<file path="src/rtl/weight_mem_loader_pkg.sv">
// weight_mem_loader_pkg
//   Shared definitions for the layer weight loader:
//   - wml_state_e : loader FSM state encoding
//   - clog2_min1  : ceil(log2(n)) clamped to at least 1, used for the neuron-index width
package weight_mem_loader_pkg;

    typedef enum logic [1:0] {
        StIdle = 2'd0,
        StLoad = 2'd1,
        StDone = 2'd2
    } wml_state_e;

    // A single-neuron layer still needs a 1-bit index register.
    function automatic int unsigned clog2_min1(input int unsigned value);
        int unsigned result;
        result = 0;
        while ((64'd1 << result) < 64'(value)) begin
            result = result + 1;
        end
        if (result == 0) begin
            result = 1;
        end
        return result;
    endfunction

endpackage

</file>
<file path="src/rtl/weight_addr_counter.sv">
// weight_addr_counter
//   Nested weight/neuron counter for the weight loader. wcnt walks 0..numWeight-1 for the
//   current neuron; when it wraps, ncnt moves to the next neuron. ncnt wraps to 0 after the
//   last neuron so the counter is left in a clean state after a full load.
// Ports:
//   clk, rst  : clock, synchronous active-high reset
//   clear     : zero both counters (start of a new load)
//   advance   : one weight word has been accepted
//   wcnt      : weight address within the current neuron (addressWidth+1 bits)
//   ncnt      : current neuron index
//   w_last    : wcnt is at numWeight-1
//   n_last    : ncnt is at numNeurons-1
module weight_addr_counter
    import weight_mem_loader_pkg::*;
#(
    parameter int unsigned numNeurons   = 30,
    parameter int unsigned numWeight    = 784,
    parameter int unsigned addressWidth = 10
) (
    input  logic                                   clk,
    input  logic                                   rst,
    input  logic                                   clear,
    input  logic                                   advance,
    output logic [addressWidth:0]                  wcnt,
    output logic [clog2_min1(numNeurons)-1:0]      ncnt,
    output logic                                   w_last,
    output logic                                   n_last
);

    localparam int unsigned NcntW = clog2_min1(numNeurons);
    localparam int unsigned WcntW = addressWidth + 1;

    localparam logic [WcntW-1:0] WcntMax = WcntW'(numWeight - 1);
    localparam logic [NcntW-1:0] NcntMax = NcntW'(numNeurons - 1);

    logic [WcntW-1:0] wcnt_q, wcnt_d;
    logic [NcntW-1:0] ncnt_q, ncnt_d;

    assign w_last = (wcnt_q == WcntMax);
    assign n_last = (ncnt_q == NcntMax);
    assign wcnt   = wcnt_q;
    assign ncnt   = ncnt_q;

    always_comb begin
        wcnt_d = wcnt_q;
        ncnt_d = ncnt_q;
        if (clear) begin
            wcnt_d = '0;
            ncnt_d = '0;
        end else if (advance) begin
            if (w_last) begin
                wcnt_d = '0;
                ncnt_d = n_last ? '0 : ncnt_q + NcntW'(1);
            end else begin
                wcnt_d = wcnt_q + WcntW'(1);
            end
        end
    end

    always_ff @(posedge clk) begin
        if (rst) begin
            wcnt_q <= '0;
            ncnt_q <= '0;
        end else begin
            wcnt_q <= wcnt_d;
            ncnt_q <= ncnt_d;
        end
    end

endmodule

</file>
<file path="src/rtl/weight_mem_loader.sv">
// weight_mem_loader
//   Write-side loader for one layer's per-neuron weight memories. A start pulse begins a load;
//   weight words arrive on a valid/ready stream and are written neuron by neuron, numWeight
//   words per neuron, one registered write per accepted word (1-cycle latency).
//   Optional framing check: define WLOAD_CHECK_EN to compare s_last against the final word
//   position and raise a sticky err; without it s_last is ignored and err is 0.
// Ports:
//   clk, rst          : clock, synchronous active-high reset
//   start             : begins a load when idle; ignored otherwise
//   s_valid/s_ready   : stream handshake; s_ready is high while loading
//   s_data, s_last    : stream word and end-of-layer marker
//   wen               : one-hot write enable, bit n targets neuron n
//   waddr, wdata      : write address and data shared by all memories
//   busy              : high while loading
//   done              : one-cycle pulse alongside the final write
//   err               : sticky framing error
module weight_mem_loader
    import weight_mem_loader_pkg::*;
#(
    parameter int unsigned numNeurons   = 30,
    parameter int unsigned numWeight    = 784,
    parameter int unsigned addressWidth = 10,
    parameter int unsigned dataWidth    = 16
) (
    input  logic                    clk,
    input  logic                    rst,
    input  logic                    start,
    input  logic                    s_valid,
    input  logic [dataWidth-1:0]    s_data,
    input  logic                    s_last,
    output logic                    s_ready,
    output logic [numNeurons-1:0]   wen,
    output logic [addressWidth:0]   waddr,
    output logic [dataWidth-1:0]    wdata,
    output logic                    busy,
    output logic                    done,
    output logic                    err
);

    localparam int unsigned NcntW = clog2_min1(numNeurons);
    localparam logic [numNeurons-1:0] WenOne = numNeurons'(1);

    wml_state_e               state_q, state_d;
    logic [numNeurons-1:0]    wen_q, wen_d;
    logic [addressWidth:0]    waddr_q, waddr_d;
    logic [dataWidth-1:0]     wdata_q, wdata_d;
    logic                     done_q, done_d;

    logic                     accept;
    logic                     clear;
    logic                     final_word;
    logic [addressWidth:0]    wcnt;
    logic [NcntW-1:0]         ncnt;
    logic                     w_last;
    logic                     n_last;

    assign s_ready    = (state_q == StLoad);
    assign busy       = (state_q == StLoad);
    assign accept     = s_valid && s_ready;
    assign clear      = (state_q == StIdle) && start;
    assign final_word = accept && w_last && n_last;

    weight_addr_counter #(
        .numNeurons   (numNeurons),
        .numWeight    (numWeight),
        .addressWidth (addressWidth)
    ) u_addr_counter (
        .clk     (clk),
        .rst     (rst),
        .clear   (clear),
        .advance (accept),
        .wcnt    (wcnt),
        .ncnt    (ncnt),
        .w_last  (w_last),
        .n_last  (n_last)
    );

    always_comb begin
        state_d = state_q;
        case (state_q)
            StIdle: if (start) state_d = StLoad;
            StLoad: if (final_word) state_d = StDone;
            StDone: state_d = StIdle;
            default: state_d = StIdle;
        endcase

        // Address/data hold between writes; only wen marks a valid write.
        wen_d   = accept ? (WenOne << ncnt) : '0;
        waddr_d = accept ? wcnt : waddr_q;
        wdata_d = accept ? s_data : wdata_q;
        done_d  = final_word;
    end

`ifdef WLOAD_CHECK_EN
    logic err_q, err_d;

    always_comb begin
        err_d = err_q;
        if (clear) begin
            err_d = 1'b0;
        end else if (accept && (s_last != (w_last && n_last))) begin
            err_d = 1'b1;
        end
    end

    always_ff @(posedge clk) begin
        if (rst) begin
            err_q <= 1'b0;
        end else begin
            err_q <= err_d;
        end
    end

    assign err = err_q;
`else
    logic unused_s_last;
    assign unused_s_last = s_last;
    assign err           = 1'b0;
`endif

    always_ff @(posedge clk) begin
        if (rst) begin
            state_q <= StIdle;
            wen_q   <= '0;
            waddr_q <= '0;
            wdata_q <= '0;
            done_q  <= 1'b0;
        end else begin
            state_q <= state_d;
            wen_q   <= wen_d;
            waddr_q <= waddr_d;
            wdata_q <= wdata_d;
            done_q  <= done_d;
        end
    end

    assign wen   = wen_q;
    assign waddr = waddr_q;
    assign wdata = wdata_q;
    assign done  = done_q;

endmodule

</file>
<file path="config.mk">
export PLATFORM = sky130hd
export DESIGN_NAME = weight_mem_loader
export DESIGN_NICKNAME = d
export VERILOG_FILES = /design/src/rtl/weight_mem_loader_pkg.sv /design/src/rtl/weight_addr_counter.sv /design/src/rtl/weight_mem_loader.sv
export SDC_FILE = /design/constraint.sdc
export NUM_CORES = 1
export LEC_CHECK = 0
export ABC_AREA = 1
export CAP_MARGIN = 10
export CORE_UTILIZATION = 40
export CTS_BUF_LIST = sky130_fd_sc_hd__clkbuf_8
export CTS_CLUSTER_SIZE = 20
export DETAILED_ROUTE_END_ITERATION = 8
export HOLD_SLACK_MARGIN = 0.05
export PLACE_DENSITY_LB_ADDON = 0.1
export SLEW_MARGIN = 0
export SYNTH_ARGS = -nofsm -noshare
export SYNTH_HDL_FRONTEND = slang
export SYNTH_SLANG_ARGS = --single-unit
</file>
<file path="constraint.sdc">
create_clock -name clk -period 2.9 [get_ports clk]
set_clock_uncertainty 0.1 [all_clocks]
set_input_delay 0.58 -clock clk [delete_from_list [all_inputs] [get_ports clk]]
set_output_delay 0.58 -clock clk [all_outputs]
set_load 0.05 [all_outputs]
</file>
==> out/qor.txt <==
WL/cell = 12.29 µm
CP Launch Type = register
final hold vios = 0
placed inst area = 0.003780 mm²
Unique masters post-synth = 31
FF+latch count, synth = 76
H-tree Lvls = 3
Reg2Reg Depth = 6
vias = 2514
CP endpoint kind = output pin
Syn Inst Count = 358
share of cells above drive strength 1 = 9.070%
top_reg_cell synth = dfxtp_1
Post-CTS Setup Inserts = 0
vias in the first global route = 2193
die width = 87.43 µm
Post-synth EDFFs = 0
Syn Area/Cell = 8.154 µm²
Max Slew Vio Count = 0
CP max stage cell = clkdlybuf4s50_1
half-perimeter wire length after placement = 4.622 mm
Final Cycle Share = 85.73%
commonest cells in the netlist = 80 x nor2_1, 76 x dfxtp_1, 47 x nand2_1
Total Die Area = 0.007643 mm²
final WL = 6.601 mm
post_cts resized = 0
Max IR drop VDD = 261.6 µV
Max Freq = 402.2 MHz
Synth warnings = 0
pin count of the biggest net entering global routing = 29
Crit path max-delay family = buffers and inverters
CP Class = register to output pin
Post-route DRC = 0
final instance area = 0.003966 mm²
most frequent cell after synthesis = nor2_1
Worst-Margin Slew = 0.5327 ns
Critical Path AT = 1.81 ns
initial cell density of the core = 42.26%
CTS buffer count = 9
initial antenna violation count = 0
setup violation total in the final timing report = 0
boundary pin count = 82
fin crit period = 2.486 ns
Detailed Routing Iterations Pass 1 = 6
clock root cell = clkbuf_8
Final Wtd Congestion = 0.9111
initial DRC count = 156
Chip Height = 87.43 µm
max cap viols = 0
critical path cell sequence = inv_2 -> nor2_4 -> clkdlybuf4s50_1
Clock Latency Late Sink = 0.35 ns
outcome = finished clean
Fin Setup TNS = 0 ns
Final Core Density = 57.43%
max_slew headroom = 64.38%
Buffers on Ports = 79
Seq/Total Area, Yosys = 52.12%
antenna-violating nets left = 0
first-pass GRT wire length = 10.58 mm
Power Density = 520.8 mW/mm²
post-synthesis async set-or-reset flop share = 0%
Reg2Reg Setup Slack = 1.10 ns
Core Rows = 30
syn_nets = 386
synthesis-to-layout area growth = 35.88%
hold path depth = 2
grt ovf = 0
GRT Total Usage = 18.39%
RSZ-0062 raised after global routing = no
Core ar. = 0.006907 mm²
critical path's largest stage delay = 0.86 ns
CTS tree = yes
Worst path depth = 3
HP Class = register to register
Buffers & Inverters on Critical Path = 2
Clk pin slew, worst setup/hold paths = 0.08 ns
Max clock buf depth = 2
post-synth top area cell = dfxtp_1
CP max FO = 4
post-layout net count = 464
Synth Cell Area = 0.002919 mm²
via density per instance = 4.682
CTS Hold Bufs = 0
ANT cells = 0
Leak = 1.502 nW
Area contributors post-synth = dfxtp_1 52%, nor2_1 10%, nand2_1 6.0%
WP data required = 2.22 ns
top-area cell type share of the netlist area = 52.12%
count of clock tree sinks = 76
## routing by layer
metal | vias to the layer above | part of all wire [%] | track usage [%]
met1 | 1128 | 48 | 25.15
met4 | 0 | 1.6 | 7.452
met5 | - | 0 | 0
met3 | 8 | 5.3 | 4.645
met2 | 66 | 45 | 27.63
li1 | 1312 | - | -
## placed cells by master, fill, tap and decap left out, drive strengths merged, types with 2 or more instances in the layout
cell,n
a21oi,18
buf,4
clkbuf,10
clkdlybuf4s50,79
clkinv,3
clkinvlp,3
dfxtp,76
ha,7
inv,25
nand2,49
nand3,23
nand4,11
nor2,85
nor3,17
o21ai,25
xor2,2
## kinds of logic (layout without fill, tap and decap cells)
| family | Yosys count | after routing | synth area share, % |
|---|---|---|---|
| XOR/XNOR | 2 | 2 | 0.6002 |
| AND/OR/NAND/NOR | 187 | 187 | 30.61 |
| buffers and inverters | 41 | 124 | 5.957 |
| flip-flops | 76 | 76 | 52.12 |
| AO/OA/AOI/OAI | 44 | 44 | 7.587 |
| adder cells (fa/ha/maj) | 7 | 7 | 3.000 |
| other | 1 | 1 | 0.1285 |
## worst paths after layout
check / startpoint / to
min: waddr[9] / waddr[9]
min reg2reg: waddr[9] / waddr[9]
max: state_q[0] / s_ready
max reg2reg: state_q[0] / wen[14]
## power by group
part / total, mW / internal, mW / switching [mW]
clock: 0.758 / 0.340 / 0.418
sequential: 1.08 / 1.07 / 0.0112
combinational: 0.231 / 0.0797 / 0.151
## worst min-delay path: cells and delay by family (launching register included)
kind             cells  cell delay (ns)
AND/OR/NAND/NOR      1             0.06
AO/OA/AOI/OAI        1             0.05
flip-flops           1             0.31
## through the flow
step,setup WS (ns),total power [mW],cells,hold slack [ns]
3_3_place_gp,0.5203,1.332,521,0.3530
6_report,0.4138,2.066,537,0.3650
3_5_place_dp,0.4834,1.334,521,0.3561
5_1_grt,0.3349,2.156,537,0.4068
2_1_floorplan,1.238,1.248,358,0.3877
4_1_cts,0.3954,2.088,537,0.3665
## state kept, by name (all words and copies together), names as in the netlist
signal	cells
wen	30
wdata	16
u_addr_counter.wcnt	11
waddr	11
u_addr_counter.ncnt	5
state_q	2
done	1
## area by class of cell
class	instances	area (µm²)
Tap cell	96	120.1
Clock inverter	6	48.80
Inverter	25	93.84
Multi-Input combinational cell	241	1224
Sequential cell	76	1521
Clock buffer	10	137.6
Timing Repair Buffer	83	820.8
Fill cell	646	2940
Note: power is estimated with default switching activity, not from simulation.
